### src/rtl/rete_totale_sequencer_if.sv
// rtl/rete_totale_sequencer_if.sv - producer handshake plus Type A / Type B network signals
interface rete_totale_sequencer_if;
  logic        soc;
  logic [7:0]  x7_x0;
  logic        eoc;
  logic [3:0]  z3_z0;
  logic [3:0]  a_x3_x0;
  logic        a_b0;
  logic [7:0]  a_z7_z0;
  logic [15:0] b_x15_x0;
  logic [3:0]  b_z3_z0;

  // slave: the sequencer; master: producer together with the two combinational blocks
  modport slave (
    input  soc, x7_x0, a_z7_z0, b_z3_z0,
    output eoc, z3_z0, a_x3_x0, a_b0, b_x15_x0
  );

  modport master (
    output soc, x7_x0, a_z7_z0, b_z3_z0,
    input  eoc, z3_z0, a_x3_x0, a_b0, b_x15_x0
  );
endinterface

### src/rtl/rete_totale_sequencer.sv
// rtl/rete_totale_sequencer.sv - sequences one shared Type A block over two nibbles, then Type B
module rete_totale_sequencer #(
  parameter int unsigned A_SETTLE = 1,
  parameter int unsigned B_SETTLE = 1
) (
  input  logic                   clock,
  input  logic                   reset,
  rete_totale_sequencer_if.slave bus
);

  typedef enum logic [2:0] {
    ST_READY = 3'd0,
    ST_HI    = 3'd1,
    ST_LO    = 3'd2,
    ST_EVAL  = 3'd3,
    ST_END   = 3'd4
  } star_t;

  localparam logic [3:0] A_LOAD = 4'(A_SETTLE - 1);
  localparam logic [3:0] B_LOAD = 4'(B_SETTLE - 1);

  star_t       star_q, star_d;
  logic [7:0]  x_q,    x_d;
  logic [15:0] w_q,    w_d;
  logic [3:0]  z_q,    z_d;
  logic        fb_q,   fb_d;
  logic [3:0]  cnt_q,  cnt_d;

  always_ff @(posedge clock) begin
    if (reset) begin
      star_q <= ST_READY;
      x_q    <= 8'h00;
      w_q    <= 16'h0000;
      z_q    <= 4'h0;
      fb_q   <= 1'b0;
      cnt_q  <= 4'h0;
    end else begin
      star_q <= star_d;
      x_q    <= x_d;
      w_q    <= w_d;
      z_q    <= z_d;
      fb_q   <= fb_d;
      cnt_q  <= cnt_d;
    end
  end

  // fb only moves at the EVAL exit, so both nibbles see the previous result's bit 0
  always_comb begin
    star_d = star_q;
    x_d    = x_q;
    w_d    = w_q;
    z_d    = z_q;
    fb_d   = fb_q;
    cnt_d  = cnt_q;
    case (star_q)
      ST_READY: begin
        if (bus.soc) begin
          x_d    = bus.x7_x0;
          cnt_d  = A_LOAD;
          star_d = ST_HI;
        end
      end
      ST_HI: begin
        if (cnt_q == 4'h0) begin
          w_d[15:8] = bus.a_z7_z0;
          cnt_d     = A_LOAD;
          star_d    = ST_LO;
        end else begin
          cnt_d = cnt_q - 4'h1;
        end
      end
      ST_LO: begin
        if (cnt_q == 4'h0) begin
          w_d[7:0] = bus.a_z7_z0;
          cnt_d    = B_LOAD;
          star_d   = ST_EVAL;
        end else begin
          cnt_d = cnt_q - 4'h1;
        end
      end
      ST_EVAL: begin
        if (cnt_q == 4'h0) begin
          z_d    = bus.b_z3_z0;
          fb_d   = bus.b_z3_z0[0];
          star_d = ST_END;
        end else begin
          cnt_d = cnt_q - 4'h1;
        end
      end
      ST_END: begin
        // soc must fall before another conversion can be accepted
        if (!bus.soc) begin
          star_d = ST_READY;
        end
      end
      default: begin
        star_d = ST_READY;
      end
    endcase
  end

  always_comb begin
    case (star_q)
      ST_HI:   bus.a_x3_x0 = x_q[7:4];
      ST_LO:   bus.a_x3_x0 = x_q[3:0];
      default: bus.a_x3_x0 = 4'h0;
    endcase
  end

  assign bus.eoc      = (star_q == ST_READY) || (star_q == ST_END);
  assign bus.z3_z0    = z_q;
  assign bus.b_x15_x0 = w_q;
  assign bus.a_b0     = fb_q;

endmodule

### src/flat_wrapper.sv
// flat-port wrapper written by rule: the top's interface ports become plain ports
module rete_totale_sequencer_flat 
#(
  parameter int unsigned A_SETTLE = 1,
  parameter int unsigned B_SETTLE = 1
)
  (clock, reset, bus_soc, bus_x7_x0, bus_a_z7_z0, bus_b_z3_z0, bus_eoc, bus_z3_z0, bus_a_x3_x0, bus_a_b0, bus_b_x15_x0);
  rete_totale_sequencer_if bus_i ();
  input  logic clock;
  input  logic reset;
  input wire logic [$bits(bus_i.soc)-1:0] bus_soc;
  input wire logic [$bits(bus_i.x7_x0)-1:0] bus_x7_x0;
  input wire logic [$bits(bus_i.a_z7_z0)-1:0] bus_a_z7_z0;
  input wire logic [$bits(bus_i.b_z3_z0)-1:0] bus_b_z3_z0;
  output wire logic [$bits(bus_i.eoc)-1:0] bus_eoc;
  output wire logic [$bits(bus_i.z3_z0)-1:0] bus_z3_z0;
  output wire logic [$bits(bus_i.a_x3_x0)-1:0] bus_a_x3_x0;
  output wire logic [$bits(bus_i.a_b0)-1:0] bus_a_b0;
  output wire logic [$bits(bus_i.b_x15_x0)-1:0] bus_b_x15_x0;
  assign bus_i.soc = bus_soc;
  assign bus_i.x7_x0 = bus_x7_x0;
  assign bus_i.a_z7_z0 = bus_a_z7_z0;
  assign bus_i.b_z3_z0 = bus_b_z3_z0;
  assign bus_eoc = bus_i.eoc;
  assign bus_z3_z0 = bus_i.z3_z0;
  assign bus_a_x3_x0 = bus_i.a_x3_x0;
  assign bus_a_b0 = bus_i.a_b0;
  assign bus_b_x15_x0 = bus_i.b_x15_x0;
  rete_totale_sequencer #(.A_SETTLE(A_SETTLE), .B_SETTLE(B_SETTLE)) u_core (.clock(clock), .reset(reset), .bus(bus_i));
endmodule
### config.mk
export PLATFORM = sky130hd
export DESIGN_NAME = rete_totale_sequencer_flat
export DESIGN_NICKNAME = d
export VERILOG_FILES = /design/src/rtl/rete_totale_sequencer_if.sv /design/src/rtl/rete_totale_sequencer.sv /design/src/flat_wrapper.sv
export SDC_FILE = /design/constraint.sdc
export NUM_CORES = 1
export LEC_CHECK = 0
export CELL_PAD_IN_SITES_DETAIL_PLACEMENT = 1
export CELL_PAD_IN_SITES_GLOBAL_PLACEMENT = 1
export CORE_MARGIN = 3
export CORE_UTILIZATION = 35
export DETAILED_ROUTE_END_ITERATION = 10
export HOLD_SLACK_MARGIN = 0.15
export PLACE_DENSITY = 0.9
export SLEW_MARGIN = 0
export SYNTH_ARGS = -nofsm -noshare
export SYNTH_HDL_FRONTEND = slang
export SYNTH_SLANG_ARGS = --single-unit
### constraint.sdc
create_clock -name clock -period 3.2 [get_ports clock]
set_clock_uncertainty 0.2 [all_clocks]
set_input_delay 0.48 -clock clock [delete_from_list [all_inputs] [get_ports clock]]
set_output_delay 0.48 -clock clock [all_outputs]
set_load 0.05 [all_outputs]
==> summary.md <==
| Metric | Value |
|---|---|
| Syn_nets | `201` |
| Wire per inst | `14.8 um` |
| Ys async rst share | `0%` |
| Maxcap violations | `0` |
| Critical path type | `register to output port` |
| Synth Flop Type | `dfxtp_1` |
| Post_cts resized | `0` |
| Worst-path clk slew | `0.07 ns` |
| Fin Setup TNS | `0 ns` |
| Synthesized cell area | `0.00151 mm2` |
| Sequential share of the synthesized area | `46.5%` |
| Post-CTS Hold Fix Bufs | `0` |
| Synth Area in Simple Gates | `25.5%` |
| Headroom to the max-slew limit | `58.3%` |
| Post-synthesis adder-cell area fraction | `1.66%` |
| Die Footprint | `0.00513 mm2` |
| Synthesized instance count | `176` |
| CTS Buffer Depth | `2` |
| Fmax | `372 MHz` |
| Unique masters post-synth | `32` |
| DPL Wire Length | `2970 um` |
| Core area | `0.00409 mm2` |
| Compound-cell area share of the yosys netlist | `16.4%` |
| Inserted Diodes | `0` |
| First-pass GRT wire length | `6800 um` |
| Final WL | `4040 um` |
| Skew-Pair Late Insertion Delay | `0.29 ns` |
| Final net count | `248` |
| DR iter-0 viols | `68` |
| Yosys warnings | `0` |
| Post-synth top area cell | `dfxtp_1` |
| Pre-CTS WS | `0.828 ns` |
| Final min period | `2.68 ns` |
| Vias in the first global route | `1450` |
| Largest family of logic cells by synthesized area | `simple AND/OR/NAND/NOR gates` |
| Vias after detailed routing | `1373` |
| Total track usage | `17.3%` |
| TritonCTS clock tree | `yes` |
| Seq cells post-synth | `35` |
| Unrepaired setup endpoints after global routing | `no` |
| TritonCTS Buffers | `5` |
| Final Hold Fails | `0` |
| Status | `completed` |
| VDD IR-drop max | `0.402 mV` |
| Antenna Nets Post-Route | `0` |
| RD Place Congestion | `0.730` |
| Xor/xnor share of the synthesized area | `2.33%` |
| Initial Utilization | `36.9%` |
| Setup violations, final | `0` |
| Postcts setup bufs | `0` |
| DRT Pass-1 Iters | `4` |
| GRT overflow | `0` |
| Power Density | `803 mW/mm2` |
| Chip Height | `71.6 um` |
| Initial antenna violation count | `0` |
| Number of I/O pins | `49` |
| Top cells by area, synth | `dfxtp_1 (47%), nand2_1 (10%), a21oi_1 (9.0%)` |
| Worst min-delay path category | `register to register` |
| Worst-margin pin slew | `0.625 ns` |
| IO buf count | `48` |
| CTS sink cnt | `35` |
| Most numerous cell in the Yosys netlist | `nand2_1` |
| Std cell rows | `23` |
| Top post-synthesis cells by count | `nand2_1 (40), dfxtp_1 (35), a21oi_1 (27)` |
| Die Wd | `71.6 um` |
| Post-synth EDFFs | `0` |
| Max FO, Critical Path | `13` |
| Crit path DAT | `2.00 ns` |
| CTS Root Cell | `clkbuf_8` |
| Area share of the largest cell type after synthesis | `46.5%` |
| DR vias/cell | `5.03` |
| Leakage | `0.759 nW` |
| Largest net degree at the start of global routing | `19` |
| Final WS setup | `0.515 ns` |
| Crit. End Element | `output port` |
| Post-synthesis mux area share | `2.66%` |
| H-tree Lvls | `2` |
| Final worst path period share | `83.9%` |
| Mean post-synth cell area | `8.56 um2` |
| Worst EP required | `2.52 ns` |
| Area delta synth->final | `42.3%` |
| Share of layout cells above drive strength 1 | `11.2%` |
| Pins Over Slew Limit | `0` |
| Remaining DRCs | `0` |
| Critical Path Source Type | `register` |
placed cells by master (no fill, tap or decap), drive strengths merged, types with 3 or more instances in the layout:
master and n:
a211oi 3, a21oi 27, a22oi 4, buf 7
clkbuf 6, clkdlybuf4s50 44, dfxtp 35, inv 5
mux2i 4, nand2 42, nand3 9, nor2 14
xnor2 4
path summary, 6_finish.rpt:
path,start,end,slack (ns),cells past startpoint
worst min-delay path,u_core.bus.b_x15_x0[6],u_core.bus.b_x15_x0[6],0.26,2
worst max register to register,u_core.cnt_q[0],u_core.bus.z3_z0[2],1.14,7
worst max-delay path,u_core.star_q[1],bus_a_x3_x0[1],0.52,5
worst min register to register,u_core.bus.b_x15_x0[6],u_core.bus.b_x15_x0[6],0.26,2
power by group:
part | leakage (nW) | internal (W) | switching [W]
clock | 0.0470 | 0.000169 | 0.000156
sequential | 0.285 | 0.000523 | 0.0000823
combinational | 0.427 | 0.000302 | 0.000490
state kept, by name (all words and copies together), names as in the netlist:
name and count:
u_core.cnt_q 4, u_core.x_q 8, u_core.star_q 3, u_core.bus.b_x15_x0 16, u_core.bus.z3_z0 4
worst max-delay path, cell delays in order, from the launching register on:
cell and delay [ns]:
dfxtp_1 0.69, nor2b_1 0.35, buf_4 0.25, a22oi_1 0.08
nor2_1 0.18, buf_12 0.17
logic make-up (layout without fill, tap and decap cells):
kind of cell	count (synthesis)	in the layout
simple gates	78	78
compound gates	37	37
flops	35	35
buf+inv	16	63
xor+xnor	4	4
mux	4	4
fa+ha+maj	2	2
routing by layer:
metal | part of all wire, % | GRT usage (%) | wire, um
met1 | 42 | 19.8 | 1680
met2 | 49 | 28.7 | 2000
met3 | 6.5 | 5.33 | 262
met4 | 2.5 | 9.19 | 99
met5 | 0 | 0 | 0
area by class of cell:
class / instances / area, um2
inverter: 5 / 18.8
fill: 490 / 1940
sequential: 35 / 701
tap: 50 / 62.6
clock buffer: 6 / 82.6
clock inverter: 1 / 5.00
multi-input combinational: 125 / 731
timing repair buffer: 51 / 543
per-stage QoR:
stage | instances | utilization (%) | hold WS [ns] | total power (W) | area [um2]
2_1_floorplan | 176 | - | 0.236 | 0.00115 | 1510
3_3_place_gp | 266 | 50.3 | 0.244 | 0.00138 | 2060
3_5_place_dp | 266 | 50.3 | 0.250 | 0.00141 | 2060
4_1_cts | 273 | 52.4 | 0.259 | 0.00174 | 2140
5_1_grt | 273 | 52.4 | 0.272 | 0.00183 | 2140
6_report | 273 | 52.4 | 0.257 | 0.00172 | 2140
Power figures use the tool's default switching activity.
